## config.mk

```make
export PLATFORM = sky130hd
export DESIGN_NAME = ram_port_arbiter
export DESIGN_NICKNAME = d
export VERILOG_FILES = /design/src/rtl/minibit_pkg.sv /design/src/rtl/arb_pick.sv /design/src/rtl/ram_port_arbiter.sv
export SDC_FILE = /design/constraint.sdc
export NUM_CORES = 1
export LEC_CHECK = 0
export CAP_MARGIN = 20
export CORE_UTILIZATION = 35
export DETAILED_ROUTE_END_ITERATION = 8
export GPL_ROUTABILITY_DRIVEN = 0
export GPL_TIMING_DRIVEN = 0
export PLACE_DENSITY = 0.75
export SLEW_MARGIN = 10
export SYNTH_ARGS = -nofsm -noshare
export SYNTH_HDL_FRONTEND = slang
export SYNTH_SLANG_ARGS = --single-unit
```

## constraint.sdc

```tcl
create_clock -name clk -period 1.5 [get_ports clk]
set_input_delay 0.3 -clock clk [delete_from_list [all_inputs] [get_ports clk]]
set_output_delay 0.3 -clock clk [all_outputs]
set_load 0.05 [all_outputs]
```

## src/rtl/minibit_pkg.sv

```systemverilog
// Shared types for the minibit RAM port arbiter:
// access FSM states, owner encoding and data width.
package minibit_pkg;

  localparam int DATA_W = 8;

  typedef enum logic [1:0] {
    IDLE   = 2'd0,
    SETUP  = 2'd1,
    ACCESS = 2'd2,
    DONE   = 2'd3
  } arb_state_t;

  typedef enum logic {
    CPU    = 1'b0,
    LOADER = 1'b1
  } owner_t;

endpackage

```

## src/rtl/arb_pick.sv

```systemverilog
// Combinational winner select between sequencer and loader.
// ARB_ROUND_ROBIN_EN selects round robin; default is CPU priority.
import minibit_pkg::*;

module arb_pick (
  input  logic   cpu_req,
  input  logic   ld_req,
  input  owner_t last_served,
  output owner_t winner
);

`ifdef ARB_ROUND_ROBIN_EN
  always_comb begin
    winner = LOADER;
    if (cpu_req && ld_req) begin
      // a conflict goes to whoever was not served last
      if (last_served == CPU)
        winner = LOADER;
      else
        winner = CPU;
    end else if (cpu_req) begin
      winner = CPU;
    end
  end
`else
  logic unused_ls;
  assign unused_ls = last_served;

  always_comb begin
    winner = LOADER;
    if (cpu_req)
      winner = CPU;
    else if (ld_req)
      winner = LOADER;
  end
`endif

endmodule

```

## src/rtl/ram_port_arbiter.sv

```systemverilog
// Shares one RAM port between sequencer and program loader.
// Fixed CPU priority unless ARB_ROUND_ROBIN_EN is defined.
import minibit_pkg::*;

module ram_port_arbiter (
  input  logic              clk,
  input  logic              clear_n,
  input  logic              cpu_req,
  input  logic              cpu_we,
  input  logic [DATA_W-1:0] cpu_addr,
  input  logic [DATA_W-1:0] cpu_wdata,
  input  logic              ld_req,
  input  logic              ld_we,
  input  logic [DATA_W-1:0] ld_addr,
  input  logic [DATA_W-1:0] ld_wdata,
  output logic              cpu_gnt,
  output logic              ld_gnt,
  output logic              cpu_done,
  output logic              ld_done,
  output logic [DATA_W-1:0] rdata,
  output logic [DATA_W-1:0] ram_addr,
  output logic [DATA_W-1:0] ram_wdata,
  output logic              ram_re,
  output logic              ram_we,
  input  logic [DATA_W-1:0] ram_rdata,
  output logic              cpu_stall
);

  arb_state_t        state, state_nx;
  owner_t            owner, last_served, winner;
  logic              lat_we;
  logic [DATA_W-1:0] lat_addr, lat_wdata;
  logic              start;

  arb_pick u_pick (
    .cpu_req     (cpu_req),
    .ld_req      (ld_req),
    .last_served (last_served),
    .winner      (winner)
  );

  always_comb begin
    state_nx = state;
    unique case (state)
      IDLE:   if (cpu_req || ld_req) state_nx = SETUP;
      SETUP:  state_nx = ACCESS;
      ACCESS: state_nx = DONE;
      DONE:   state_nx = IDLE;
      default: state_nx = IDLE;
    endcase
  end

  assign start = (state == IDLE) && (cpu_req || ld_req);

  always_ff @(posedge clk) begin
    if (!clear_n) begin
      state       <= IDLE;
      owner       <= LOADER;
      last_served <= LOADER;
      lat_we      <= 1'b0;
      lat_addr    <= '0;
      lat_wdata   <= '0;
      rdata       <= '0;
    end else begin
      state <= state_nx;
      if (start) begin
        owner       <= winner;
        last_served <= winner;
        if (winner == CPU) begin
          lat_we    <= cpu_we;
          lat_addr  <= cpu_addr;
          lat_wdata <= cpu_wdata;
        end else begin
          lat_we    <= ld_we;
          lat_addr  <= ld_addr;
          lat_wdata <= ld_wdata;
        end
      end
      if (state == ACCESS && !lat_we)
        rdata <= ram_rdata;
    end
  end

  assign cpu_gnt   = (state == SETUP) && (owner == CPU);
  assign ld_gnt    = (state == SETUP) && (owner == LOADER);
  assign cpu_done  = (state == DONE) && (owner == CPU);
  assign ld_done   = (state == DONE) && (owner == LOADER);
  assign ram_re    = (state == ACCESS) && !lat_we;
  assign ram_we    = (state == ACCESS) && lat_we;
  assign ram_addr  = lat_addr;
  assign ram_wdata = lat_wdata;
  // the sequencer resumes in the cycle its own access completes
  assign cpu_stall = cpu_req && !cpu_done;

endmodule

```

==> impl_metrics.env, run 1 <==
export IMPL_status="finished, violations left"
export IMPL_violations="setup timing"
export IMPL_antenna_cells=0
export IMPL_finalSetupViolCount=3
export IMPL_design_area_um2=2290
export IMPL_cts_made_buffers=3
export IMPL_yosysWarnings=0
export IMPL_synthCells=137
export IMPL_p_leak_nw=1.16
export IMPL_synth_edf_count=0
export IMPL_ys_top_cells_by_area="dfxtp_1, mux2i_1, o211a_1"
export IMPL_grtUsageTotal_pct=17.6
export IMPL_clock_path_buffers=2
export IMPL_die_w_um=63.5
export IMPL_dr_first_iter_drc_count=31
export IMPL_cts_hold_buf=0
export IMPL_wl_met1_um=1400
export IMPL_worstHoldPathType="input port to flip-flop"
export IMPL_crit_path_end_kind="output pin"
export IMPL_clock_sinks=28
export IMPL_combPwrFrac_pct=56.6
export IMPL_clkLatencyLatePin_ns=0.27
export IMPL_antenna_left=0
export IMPL_yosys_area_top_type="dfxtp_1"
export IMPL_routedWlPerCell_um=12.8
export IMPL_routed_wl_um=3380
export IMPL_ys_seq_area_share_pct=42.4
export IMPL_yosysTopAreaCellShare_pct=42.4
export IMPL_syn_nets=187
export IMPL_critPathKind="flip-flop to output pin"
export IMPL_wl_met3_um=161
export IMPL_fin_crit_ns=1.61
export IMPL_crit_path_start_kind="flip-flop"
export IMPL_crit_required_ns=1.20
export IMPL_rsz0062_at_grt="yes"
export IMPL_port_buffers=75
export IMPL_slew_headroom_pct=65.8
export IMPL_place_area_um2=2140
export IMPL_seqPwrFrac_pct=28.7
export IMPL_switchingPower_mw=1.79
export IMPL_dp_slack_ns=-0.901
export IMPL_crit_fanout=3
export IMPL_dr_total_vias=1278
export IMPL_ys_async_sr_fraction_pct=0
export IMPL_tightest_slew_ns=0.515
export IMPL_grt_max_degree=17
export IMPL_vdd_drop_max_uv=820
export IMPL_dieArea_um2=4030
export IMPL_viasPerCell=4.84
export IMPL_io_pins=77
export IMPL_slew_viol_final=0
export IMPL_syn_area_per_cell_um2=9.65
export IMPL_grt_pass1_vias=1254
export IMPL_start_util_pct=38.1
export IMPL_clk_pin_slew_ns=0.09
export IMPL_internal_power_mw=2.21
export IMPL_power_switching_share_pct=44.8
export IMPL_die_h_um=63.5
export IMPL_tritoncts="built"
export IMPL_wl_met2_um=1780
export IMPL_grt_overflow=0
export IMPL_layout_drive_gt1_share_pct=16.1
export IMPL_coreArea_um2=3470
export IMPL_synth_cell_types=22
export IMPL_syn_cell_area_um2=1320
export IMPL_worstHoldPathCells=2
export IMPL_root_buffer="clkbuf_8"
export IMPL_nets=269
export IMPL_powerDensity_nw_per_um2=1740
export IMPL_dpl_hpwl_um=2670
export IMPL_worstRegToRegCells=7
export IMPL_hold_violations=0
export IMPL_top_layer="met4"
export IMPL_ys_ff_latch=28
export IMPL_fin_ws_ns=-0.109
export IMPL_fmax_ghz=0.621
export IMPL_row_count=21
export IMPL_cp_arrival_ns=1.31
export IMPL_antenna_found_initial=0
export IMPL_fin_cells=264
export IMPL_h_tree_depth=1
export IMPL_areaGrowthSynthToFinish_pct=73.4
export IMPL_drc=0
export IMPL_p_clk_share_pct=14.6
export IMPL_first_pass_iters=4
export IMPL_period_share_pct=107
export IMPL_grt_pass1_wl_um=5620
export IMPL_final_util_pct=66.1
export IMPL_synthFlopType="dfxtp_1"
export IMPL_dp_cells=258
export IMPL_clock_skew_ns=0.000475
export IMPL_maxCapViolCount=0
critical path: stages (launching register included):
cell and delay (ns):
dfxtp_4 0.37, buf_6 0.11, ha_4 0.15, nor2b_4 0.13
nor2b_2 0.12, buf_6 0.16
flip-flops by register name, summed over array words and instances, names as in the netlist:
register	cells
ram_wdata	8
state	2
owner	1
rdata	8
lat_we	1
ram_addr	8
synth_stat cells (2+ instances only):
library cell and count:
buf_6 4, o21ai_0 2, nor2b_1 3, mux2i_1 17, a21boi_1 8, buf_2 3
nand2_1 34, inv_1 2, dfxtp_1 28, clkbuf_1 2, o211a_1 17, a21oi_1 2
ha_1 4, and2_1 3
per-layer routing:
| metal | global-route usage, % | vias to the layer above |
|---|---|---|
| met4 | 6.82 | 0 |
| met1 | 19.6 | 599 |
| li1 | - | 638 |
| met3 | 3.08 | 2 |
| met2 | 32.7 | 39 |
| met5 | 0 | - |
cell usage in the layout (no fill, tap or decap), types with 2 or more instances in the layout:
cell type and n:
ha_2 2, clkbuf_8 3, a21oi_1 2, o211a_1 17, a21boi_1 8, dfxtp_1 26
clkdlybuf4s15_1 3, nor2b_4 2, o21ai_0 2, clkbuf_1 2, ha_4 2, and2_1 2
dlygate4sd2_1 22, dfxtp_4 2, mux2i_1 17, buf_6 13, buf_4 2, clkdlybuf4s50_1 43
nand2_1 34
power groups by stage:
| stage | registers, mW | clock network [mW] | logic [mW] |
|---|---|---|---|
| final | 1.15 | 0.586 | 2.27 |
| after CTS | 1.13 | 0.605 | 2.24 |
| after global placement | 1.12 | 0 | 2.20 |
| after global routing | 1.18 | 0.633 | 2.40 |
| after detailed placement | 1.13 | 0 | 2.24 |
| after floorplan | 1.78 | 0 | 0.857 |
final cells by class:
class / count / area [um2]
fillers: 295 / 1170
repair buffers: 77 / 754
multi-input cells: 96 / 733
flip-flops and latches: 28 / 568
plain buffers: 10 / 87.6
well taps: 46 / 57.6
clock buffers: 3 / 41.3
clock inverters: 1 / 30.0
inverters: 3 / 21.3
metrics by stage:
stage	hold WS, ns	setup TNS (ns)	power [mW]
after floorplan	0.435	0	2.64
after global placement	0.440	-4.01	3.32
after detailed placement	0.444	-4.72	3.38
after CTS	0.412	-0.213	3.98
after global routing	0.447	-0.461	4.21
final	0.419	-0.185	4.00
final timing paths:
check	startpoint	to	slack, ns
max	state[0]	cpu_stall	-0.11
min	clear_n	rdata[5]	0.42
max reg2reg	state[1]	ram_wdata[5]	0.11
min reg2reg	rdata[4]	rdata[4]	0.45
kinds of logic (layout without fill, tap and decap cells):
group / Yosys count / in the layout / synth area share, %
AND/OR/NAND/NOR: 43 / 43 / 13.7
AO/OA/AOI/OAI: 32 / 32 / 20.7
flip-flops: 28 / 28 / 42.4
multiplexers: 17 / 17 / 12.9
buffers and inverters: 13 / 94 / 6.53
adder cells (fa/ha/maj): 4 / 4 / 3.78
what timing repair did:
| item | 4_1_cts | 5_1_grt |
|---|---|---|
| resized for setup | 93 | 9 |
| pin swaps | 0 | 2 |
| buffers inserted | 2 | 0 |
| endpoints found under the setup margin | 31 | 24 |
No activity file was read; power rests on OpenSTA's default activity.
==> run 2, diff against run 1 <==
--- a/config.mk
+++ b/config.mk
@@ -10,6 +10,7 @@
 export DETAILED_ROUTE_END_ITERATION = 8
 export GPL_ROUTABILITY_DRIVEN = 0
 export GPL_TIMING_DRIVEN = 0
+export MAX_ROUTING_LAYER = met4
 export PLACE_DENSITY = 0.75
 export SLEW_MARGIN = 10
 export SYNTH_ARGS = -nofsm -noshare
==> impl_metrics.env, run 2 (same netlist as run 1, synthesis figures left out) <==
export IMPL_status="finished, violations left"
export IMPL_violations="setup timing"
export IMPL_layout_commonest_cell="clkdlybuf4s50_1"
export IMPL_grtUsageTotal_pct=18.1
export IMPL_worstHoldPathType="input port to flip-flop"
export IMPL_layout_drive_gt1_share_pct=16.1
export IMPL_fillers=295
export IMPL_min_from="clear_n"
export IMPL_fmax_ghz=0.620
export IMPL_clock_path_buffers=2
export IMPL_start_util_pct=38.1
export IMPL_drc=0
export IMPL_cts_made_buffers=3
export IMPL_io_pins=77
export IMPL_row_count=21
export IMPL_clock_sinks=28
export IMPL_period_share_pct=108
export IMPL_fin_crit_ns=1.61
export IMPL_fin_cells=264
export IMPL_clkLatencyLatePin_ns=0.27
export IMPL_dr_total_vias=1278
export IMPL_hold_violations=0
export IMPL_root_buffer="clkbuf_8"
export IMPL_final_util_pct=66.1
export IMPL_crit_chain="buf_6 > ha_4 > nor2b_4 > nor2b_2 > buf_6"
export IMPL_clock_skew_ns=0.00106
export IMPL_crit_slowest_cell="dfxtp_4"
export IMPL_path_buf_inv=2
export IMPL_tightest_slew_ns=0.515
export IMPL_startpoint="state[0]"
export IMPL_viasPerCell=4.84
export IMPL_cp_top_family="flip-flops"
export IMPL_cpMostUsedCell="buf_6"
export IMPL_rsz0062_at_grt="yes"
export IMPL_grt_pass1_vias=1255
export IMPL_grt_max_degree=17
export IMPL_antenna_cells=0
export IMPL_p_leak_nw=1.16
export IMPL_grt_overflow=0
export IMPL_grt_pass1_wl_um=5620
export IMPL_antenna_left=0
export IMPL_worstReg2RegStart="state[1]"
export IMPL_die_w_um=63.5
export IMPL_crit_fanout=3
export IMPL_antenna_found_initial=0
export IMPL_dp_cells=258
export IMPL_nets=269
export IMPL_vdd_drop_max_uv=820
export IMPL_tritoncts="built"
export IMPL_whs_ns=0.416
export IMPL_critPathMaxStageDelay_ns=0.37
export IMPL_report_power_total_mw=4.01
export IMPL_port_buffers=75
export IMPL_register_area_um2=568
export IMPL_slew_headroom_pct=65.8
export IMPL_dpl_hpwl_um=2670
export IMPL_dp_slack_ns=-0.901
export IMPL_multi_input_area_um2=733
export IMPL_crit_required_ns=1.20
export IMPL_dieArea_um2=4030
export IMPL_clk_pin_slew_ns=0.09
export IMPL_slew_viol_final=0
export IMPL_critPathKind="flip-flop to output pin"
export IMPL_routed_wl_um=3400
export IMPL_fin_ws_ns=-0.113
export IMPL_crit_path_start_kind="flip-flop"
export IMPL_cp_arrival_ns=1.31
export IMPL_finalSetupViolCount=4
export IMPL_first_pass_iters=4
export IMPL_maxCapViolCount=0
export IMPL_die_h_um=63.5
export IMPL_cts_hold_buf=0
export IMPL_h_tree_depth=1
export IMPL_dr_first_iter_drc_count=33
export IMPL_routedWlPerCell_um=12.9
export IMPL_coreArea_um2=3470
export IMPL_areaGrowthSynthToFinish_pct=73.4
export IMPL_powerDensity_nw_per_um2=1750
export IMPL_final_cell_mix="clkdlybuf4s50_1, nand2_1, dfxtp_1"
export IMPL_crit_path_end_kind="output pin"
## run 2: per-layer routing
metal  routed length, um  track usage [%]
met5                   0                -
met4                  54             6.82
met3                 168             2.90
met2                1780             32.7
met1                1400             19.7
## run 2: area by class of cell
class	count	area share, %
plain buffers	10	3.82
flip-flops and latches	28	24.8
well taps	46	2.51
inverters	3	0.927
clock inverters	1	1.31
clock buffers	3	1.80
repair buffers	77	32.9
multi-input cells	96	32.0
## run 2: per-stage QoR
step	setup TNS [ns]	area (um2)
floorplan	0	1340
global placement	-4.01	2140
detailed placement	-4.72	2140
CTS	-0.213	2270
global route	-0.461	2290
finish	-0.197	2290
## run 2: power by group
| group | internal [mW] | leakage, nW | switching (mW) |
|---|---|---|---|
| clock network | 0.357 | 0.0357 | 0.233 |
| logic | 0.857 | 0.890 | 1.41 |
| registers | 0.995 | 0.232 | 0.156 |
## run 2: repair_timing
action,CTS,global route
setup buffers,2,0
pin swaps,0,2
gates resized for setup,93,9
endpoints found under the setup margin,31,24
gates cloned,0,0
## run 2: worst paths after layout
check,endpoint,slack (ns),cells past startpoint
setup / recovery,cpu_stall,-0.11,5
hold / removal,rdata[5],0.42,2
setup reg to reg,ram_wdata[5],0.11,7
hold reg to reg,rdata[4],0.45,2
